### config.mk
export PLATFORM = sky130hd
export DESIGN_NAME = fan_timer_countdown
export DESIGN_NICKNAME = d
export VERILOG_FILES = /design/src/rtl/fan_timer_countdown.sv
export SDC_FILE = /design/constraint.sdc
export NUM_CORES = 1
export LEC_CHECK = 0
export CAP_MARGIN = 20
export CORE_UTILIZATION = 55
export CTS_BUF_LIST = sky130_fd_sc_hd__clkbuf_8
export DETAILED_ROUTE_END_ITERATION = 7
export PLACE_DENSITY_LB_ADDON = 0.2
export SYNTH_ARGS = -nofsm -noshare
export SYNTH_HDL_FRONTEND = slang
export SYNTH_SLANG_ARGS = --single-unit
### constraint.sdc
create_clock -name i_clk -period 3.9 [get_ports i_clk]
set_input_delay 0.585 -clock i_clk [delete_from_list [all_inputs] [get_ports i_clk]]
set_output_delay 0.585 -clock i_clk [all_outputs]
set_load 0.05 [all_outputs]
### src/rtl/fan_timer_countdown.sv
// Fan timer countdown: loads run time in STEP_SEC steps, counts it down
// with a 1 s prescaler while driving fan enable, pulses done on expiry.
module fan_timer_countdown #(
    parameter int CLK_FREQ = 100_000_000,
    parameter int STEP_SEC = 60,
    parameter int MAX_SEC  = 540,
    parameter int CNT_W    = 10
) (
    input  logic             i_clk,
    input  logic             i_reset,
    input  logic             i_add,
    input  logic             i_start,
    input  logic             i_button_C,
    output logic [CNT_W-1:0] o_remain,
    output logic [1:0]       o_state,
    output logic             o_fan_en,
    output logic             o_done
);

    localparam logic [1:0] S_IDLE  = 2'd0;
    localparam logic [1:0] S_RUN   = 2'd1;
    localparam logic [1:0] S_PAUSE = 2'd2;

    localparam int PW = (CLK_FREQ > 1) ? $clog2(CLK_FREQ) : 1;
    localparam logic [PW-1:0]  PMAX  = PW'(CLK_FREQ - 1);
    localparam logic [CNT_W:0] STEPV = (CNT_W + 1)'(STEP_SEC);
    localparam logic [CNT_W:0] MAXV  = (CNT_W + 1)'(MAX_SEC);

    logic [1:0]       state_q, state_d;
    logic [CNT_W-1:0] remain_q, remain_d;
    logic [PW-1:0]    presc_q, presc_d;
    logic             done_q, done_d;

    logic             tick;
    logic             tick_eff;
    logic [CNT_W:0]   add_sum;
    logic [CNT_W:0]   tick_sum;
    logic [CNT_W-1:0] add_sat;
    logic [CNT_W-1:0] tick_sat;

    assign tick     = (state_q == S_RUN) && (presc_q == PMAX);
    // A start in RUN (pause) swallows a coincident tick.
    assign tick_eff = tick && !i_start;

    // Sums are one bit wider than the counter so saturation never wraps.
    assign add_sum  = {1'b0, remain_q} + STEPV;
    assign tick_sum = {1'b0, remain_q} - 1'b1 + STEPV;
    assign add_sat  = (add_sum > MAXV) ? MAXV[CNT_W-1:0] : add_sum[CNT_W-1:0];
    assign tick_sat = (tick_sum > MAXV) ? MAXV[CNT_W-1:0] : tick_sum[CNT_W-1:0];

    // Next-state logic: cancel first, then start/pause/resume, then tick/add.
    always_comb begin
        state_d  = state_q;
        remain_d = remain_q;
        presc_d  = presc_q;
        done_d   = 1'b0;
        if (i_button_C) begin
            state_d  = S_IDLE;
            remain_d = '0;
            presc_d  = '0;
        end else begin
            unique case (state_q)
                S_IDLE: begin
                    if (i_start && (remain_q != '0)) begin
                        state_d = S_RUN;
                        presc_d = '0;
                    end
                end
                S_RUN: begin
                    if (i_start) begin
                        state_d = S_PAUSE;
                    end else if (tick) begin
                        presc_d = '0;
                    end else begin
                        presc_d = presc_q + 1'b1;
                    end
                end
                S_PAUSE: begin
                    if (i_start) begin
                        state_d = S_RUN;
                    end
                end
                default: begin
                    state_d = S_IDLE;
                end
            endcase

            if (tick_eff) begin
                if (i_add) begin
                    remain_d = tick_sat;
                end else if (remain_q == CNT_W'(1)) begin
                    remain_d = '0;
                    state_d  = S_IDLE;
                    done_d   = 1'b1;
                end else begin
                    remain_d = remain_q - 1'b1;
                end
            end else if (i_add) begin
                remain_d = add_sat;
            end
        end
    end

    // State, counter, prescaler and done pulse registers.
    always_ff @(posedge i_clk or posedge i_reset) begin
        if (i_reset) begin
            state_q  <= S_IDLE;
            remain_q <= '0;
            presc_q  <= '0;
            done_q   <= 1'b0;
        end else begin
            state_q  <= state_d;
            remain_q <= remain_d;
            presc_q  <= presc_d;
            done_q   <= done_d;
        end
    end

    assign o_remain = remain_q;
    assign o_state  = state_q;
    assign o_fan_en = (state_q == S_RUN);
    assign o_done   = done_q;

endmodule
==> flow_metrics.tcl, run 1 <==
set metrics [dict create \
    ys_seq_elements 40 \
    drt_iter0_markers 365 \
    grt_pass1_vias 2725 \
    htreeDepth 2 \
    synth_area_mm2 0.00303 \
    arrival_ns 3.18 \
    path_clk_slew_ns 0.08 \
    synth_cell_types 61 \
    diodes 0 \
    num_vias 2949 \
    finalSetupViolCount 0 \
    area_growth_pct 10.4 \
    maxCapViolCount 0 \
    leakage_nw 1.40 \
    cts_buffers 5 \
    endpoint_kind "flop" \
    fin_setup_tns_ns 0 \
    regToRegEndpoint "presc_q[19]" \
    synth_area_leader_cell "dfrtp_1" \
    dp.cells 446 \
    drtPass1Iterations 5 \
    slew_violations 0 \
    fmax_mhz 339 \
    grt_usage_pct 28.0 \
    min_from "presc_q[16]" \
    placement_rows 26 \
    gp_congestion 0.915 \
    ys_seq_area_share_pct 33.0 \
    power_density_mw_per_mm2 324 \
    antenna_found_initial 0 \
    postPlaceCellArea_mm2 0.00324 \
    boundaryPins 19 \
    worstReg2RegStart "o_remain[2]" \
    dp_hpwl_um 5250 \
    pwr-share-seq_pct 42.4 \
    finish.instance_area_mm2 0.00335 \
    cts_tree "yes" \
    drc 0 \
    cts_resized 0 \
    die_x_um 76.3 \
    final_cell_count_no_fill 454 \
    yosys_warnings 0 \
    clock_latency_ns 0.30 \
    worst_slew_pin_slew_ns 0.736 \
    skew_ns 0.0137 \
    synth_edf_count 0 \
    p_int_uw 715 \
    yosys_most_used_dff "dfrtp_1" \
    r2r_cells 9 \
    syn-mean-instance-area_um2 8.04 \
    hold_viol_final 0 \
    cts_hold_repair.buffers 0 \
    fin_crit_ns 2.95 \
    routed_wl_um 7630 \
    grt_setup_unrepaired "no" \
    cts_sinks 40 \
    hp-class "reg -> reg" \
    synthCells 377 \
    die_h_um 76.3 \
    nets 396 \
    cp_max_fo 15 \
    p_sw_share_pct 34.1 \
    crit_required_ns 4.12 \
    dieArea_mm2 0.00582 \
    cts_setup_buffers 0 \
    min_path_cells 1 \
    grt_pass1_wl_um 13200 \
    postRouteAntennaNets 0 \
    timing_worst_setup_path_type "reg -> reg" \
    cts-root-buf "clkbuf_8" \
    fin_crit_sh_pct 75.7 \
    drive_gt1_share_pct 5.21 \
    max-vdd-ir-drop_uv 205 \
    wl_per_cell_um 16.8 \
    synth_top_area_share_pct 33.0 \
    power_frac_comb_pct 26.6 \
    vias_per_cell 6.50 \
    port_buffers 18 \
    start_kind "flop" \
    async_reset_ff_share_pct 100 \
    switching_power_uw 370 \
    reg2reg_setup_slack_ns 0.95 \
    grt_max_degree 41 \
    synth_nets 390 \
    worstHoldEndpoint "presc_q[16]" \
    maxSlewHeadroom_pct 50.8 \
    run_status "finished clean" \
    clock_path_buffers 2 \
    overflow 0 \
    power.share.clock_pct 31.0 \
    coreArea_mm2 0.00520 \
    synthTopCellsByArea "dfrtp_1 33%, xor2_1 5.5%, o21ai_0 5.3%" \
    initial_core_util_pct 58.3 \
]
-- power by group through the flow --
stage | registers, mW | clock network, mW | logic [mW]
after detailed placement | 0.467 | 0 | 0.283
after global routing | 0.464 | 0.358 | 0.318
after floorplan | 0.475 | 0 | 0.197
final | 0.460 | 0.336 | 0.289
after global placement | 0.467 | 0 | 0.280
after CTS | 0.459 | 0.339 | 0.285
-- registers in the layout, summed over array words and instances, names as in the netlist --
signal and cells:
presc_q 27, o_remain 10, o_state 2, o_done 1
-- cells in the mapped netlist (2+ instances only) --
cell type / number
nand2_1: 29
and3_1: 7
xor2_1: 19
o221ai_1: 2
dfrtp_1: 40
a31oi_1: 6
xnor2_1: 4
nor3b_1: 3
a221o_1: 3
o21a_1: 2
or3_1: 11
buf_2: 6
nor3_1: 11
o22ai_1: 2
a21oi_1: 20
a31o_2: 2
o41ai_1: 3
o32ai_1: 2
a211oi_1: 7
nand4_1: 11
and2_1: 3
ha_1: 8
nand3_1: 17
o211ai_1: 3
a21o_1: 4
clkbuf_1: 17
and4_1: 6
inv_1: 12
nand2b_1: 5
nor2b_1: 4
o2111ai_1: 2
o31ai_1: 4
nor4_1: 6
nor2_1: 38
o21ai_0: 32
-- area by class of cell --
cell class                      count  area (um2)
Clock buffer                        5        68.8
Clock inverter                      3        38.8
Fill cell                         468        1860
Inverter                           13        48.8
Multi-Input combinational cell    300        1890
Sequential cell                    40        1000
Tap cell                           70        87.6
Timing Repair Buffer               23         218
-- worst max-delay path: stages (launching register included) --
cell and delay (ns):
dfrtp_1 0.65, inv_1 0.23, ha_1 0.30, nand2_1 0.12, o311ai_0 0.13, a21o_1 0.22
a21oi_1 0.47, nand2_1 0.19, or3_1 0.39, a21oi_1 0.17
-- layout by cell type (no fill, tap or decap), drive strengths merged, types with 5 or more instances in the layout --
cell type      Yosys  final
nor4               6      6
a21oi             20     20
and3               7      7
or3               11     11
ha                 8      8
nand3             17     17
a211oi             7      7
clkbuf            17      5
buf                7      5
a31oi              7      7
clkdlybuf4s50      0     18
inv               12     13
nand4             11     11
o21ai             33     33
xor2              19     19
dfrtp             40     40
nor2              38     38
and4               6      6
nor3              13     13
nand2b             5      5
nand2             29     29
-- cell families after synthesis --
group / count (synthesis) / share of synthesized area (%)
DFF: 40 / 33.0
muxes: 1 / 0.330
xor gates and xnor gates: 23 / 6.64
buffers and inverters: 37 / 4.83
and+or+nand+nor: 162 / 29.1
AOI/OAI and AO/OA: 105 / 22.4
adders and majority gates: 9 / 3.63
-- metal layers --
| layer | routed length, um | share of wire, % | vias up | GRT usage [%] |
|---|---|---|---|---|
| met4 | 59 | 0.77 | 0 | 5.77 |
| met2 | 3330 | 44 | 128 | 41.8 |
| met5 | 0 | 0 | - | 0 |
| met3 | 538 | 7.0 | 11 | 4.31 |
| li1 | - | - | 1408 | - |
| met1 | 3700 | 49 | 1402 | 42.7 |
-- per-stage QoR --
step                setup WS, ns  power (mW)  util, %  hold slack, ns
CTS                         1.03        1.08     64.3           0.489
floorplan                  0.796       0.672        -           0.440
global placement           0.967       0.747     62.3           0.462
global route               0.789        1.14     64.3           0.503
finish                     0.948        1.09     64.3           0.497
detailed placement         0.835       0.750     62.3           0.479
-- worst max-delay path by stage --
| stage | startpoint | endpoint | slack [ns] | cells past startpoint |
|---|---|---|---|---|
| 3_5_place_dp | i_button_C | presc_q[19] | 0.84 | 6 |
| 3_3_place_gp | i_button_C | presc_q[16] | 0.97 | 6 |
| 6_report | o_remain[2] | presc_q[19] | 0.95 | 9 |
| 5_1_grt | o_remain[2] | presc_q[16] | 0.79 | 9 |
| 2_1_floorplan | o_state[0] | o_remain[5] | 0.80 | 7 |
| 4_1_cts | o_remain[3] | o_remain[5] | 1.03 | 9 |
No activity file was read; power rests on OpenSTA's default activity.
==> inputs of run 2 (changes only) <==
Clock period 3.9 ns to 3 ns, I/O delays scaled along.
==> flow_metrics.tcl, run 2 (synthesis results as in run 1) <==
set metrics [dict create \
    run_status "finished clean" \
    clock_path_buffers 2 \
    path_clk_slew_ns 0.09 \
    p_int_uw 971 \
    cts_setup_buffers 0 \
    cts_buffers 5 \
    arrival_ns 2.89 \
    crit_family "compound AO/OA/AOI/OAI gates" \
    area_growth_pct 14.5 \
    power_frac_comb_pct 28.2 \
    clock_latency_ns 0.30 \
    fmax_mhz 366 \
    die_x_um 76.3 \
    largest_reg_flops 27 \
    routed_wl_um 7880 \
    grt_setup_unrepaired "no" \
    fin_setup_tns_ns 0 \
    coreArea_mm2 0.00520 \
    dieArea_mm2 0.00582 \
    regMostFlops "presc_q" \
    drtPass1Iterations 4 \
    finish.instance_area_mm2 0.00347 \
    cp_max_fo 11 \
    min_from "presc_q[16]" \
    power.share.clock_pct 32.4 \
    layout_common_cells "40 x dfrtp_1, 38 x nor2_1, 32 x o21ai_0, 29 x nand2_1, 20 x a21oi_1" \
    placement_rows 26 \
    worst_path_max_delay_cell "dfrtp_1" \
    leakage_nw 1.47 \
    drc 0 \
    seq_area_mm2 0.00100 \
    overflow 0 \
    htreeDepth 2 \
    fin_crit_sh_pct 91.1 \
    antenna_found_initial 0 \
    die_h_um 76.3 \
    diodes 0 \
    final_common_cell "dfrtp_1" \
    drive_gt1_share_pct 9.30 \
    maxCapViolCount 0 \
    port_buffers 18 \
    hold_viol_final 0 \
    vias_per_cell 6.49 \
    worst_slew_pin_slew_ns 0.616 \
    fin_crit_ns 2.73 \
    start_kind "flop" \
    cp_num_buf_inv 1 \
    grt_max_degree 41 \
    hp-class "reg -> reg" \
    slew_violations 0 \
    finalSetupViolCount 0 \
    cts_sinks 40 \
    final.fill_count 451 \
    min_path_cells 1 \
    p_sw_share_pct 33.6 \
    nets 410 \
    gp_congestion 0.929 \
    drt_iter0_markers 278 \
    postRouteAntennaNets 0 \
    crit_path_max_incr_delay_ns 0.51 \
    endpoint_kind "flop" \
    multi_input_area_mm2 0.00189 \
    worstHoldEndpoint "presc_q[16]" \
    crit_chain "inv_1 -> ha_1 -> nor2b_2 -> or3_1 -> a221o_1 -> o2111ai_1 -> a21oi_1 -> nor2_1 -> o22ai_1" \
    num_vias 3036 \
    grt_pass1_vias 2658 \
    dp_hpwl_um 5650 \
    postPlaceCellArea_mm2 0.00335 \
    boundaryPins 19 \
    pwr-share-seq_pct 39.4 \
    cts-root-buf "clkbuf_8" \
    reg2reg_setup_slack_ns 0.27 \
    worstReg2RegStart "o_remain[0]" \
    power_density_mw_per_mm2 421 \
    cts_tree "yes" \
    holdWs_ns 0.493 \
    grt_usage_pct 28.3 \
    wl_per_cell_um 16.8 \
    max-vdd-ir-drop_uv 254 \
    grt_pass1_wl_um 13300 \
    skew_ns 0.0134 \
    switching_power_uw 492 \
    timing_worst_setup_path_type "reg -> reg" \
    initial_core_util_pct 58.3 \
    r2r_cells 9 \
    crit_required_ns 3.16 \
    maxSlewHeadroom_pct 58.6 \
    regToRegEndpoint "o_remain[8]" \
]
[run 2: cell count changes in the layout (fill, tap and decap cells not counted), sizes merged]
cell,before,now
buf,5,19
clkbuf,5,6
inv,13,12
[run 2: routing by layer]
layer	vias up	share of wire, %	track usage [%]
met5	-	0	0
met4	0	0.99	8.08
met3	9	6.7	4.31
met2	116	44	41.4
met1	1469	48	43.1
li1	1442	-	-
[run 2: layout make-up]
class,instances,share of cell area [%]
multi-input combinational,300,54.5
clock buffer,6,2.38
sequential,40,28.8
tap,70,2.52
timing repair buffer,37,9.30
inverter,13,1.41
clock inverter,2,1.12
[run 2: metrics by stage]
stage / power [mW] / cells / utilization [%] / setup slack (ns)
2_1_floorplan: 0.875 / 377 / - / 0.0634
3_3_place_gp: 0.988 / 460 / 64.3 / 0.345
3_5_place_dp: 0.992 / 460 / 64.3 / 0.287
4_1_cts: 1.46 / 468 / 66.7 / 0.281
5_1_grt: 1.53 / 468 / 66.7 / 0.0966
6_report: 1.46 / 468 / 66.7 / 0.268
[run 2: power groups by stage]
| stage | registers, mW | clock network, mW | logic (mW) |
|---|---|---|---|
| final | 0.577 | 0.474 | 0.412 |
| after floorplan | 0.618 | 0 | 0.256 |
| after detailed placement | 0.587 | 0 | 0.405 |
| after global placement | 0.586 | 0 | 0.402 |
| after global routing | 0.581 | 0.500 | 0.450 |
| after CTS | 0.576 | 0.481 | 0.407 |
[run 2: worst max path at each step]
stage                      from          end  slack (ns)  depth (start not counted)
floorplan           o_remain[3]  o_remain[5]        0.06                         10
global placement    o_remain[0]  o_remain[5]        0.35                          9
detailed placement  o_remain[0]  o_remain[8]        0.29                          9
CTS                 o_remain[0]  o_remain[8]        0.28                          9
global route        o_remain[0]  o_remain[0]         0.1                          9
finish              o_remain[0]  o_remain[8]        0.27                          9
[run 2: worst reg2reg max path, cell delays in order (launching register included)]
cell and delay (ns):
dfrtp_1 0.51, inv_1 0.15, ha_1 0.33, nor2b_2 0.13, or3_1 0.34, a221o_1 0.38, o2111ai_1 0.14, a21oi_1 0.14
nor2_1 0.31, o22ai_1 0.17
[run 2: what timing repair did]
action	in CTS	in global routing
gates resized for setup	0	1
hold buffers	0	0
setup endpoints to repair	0	1
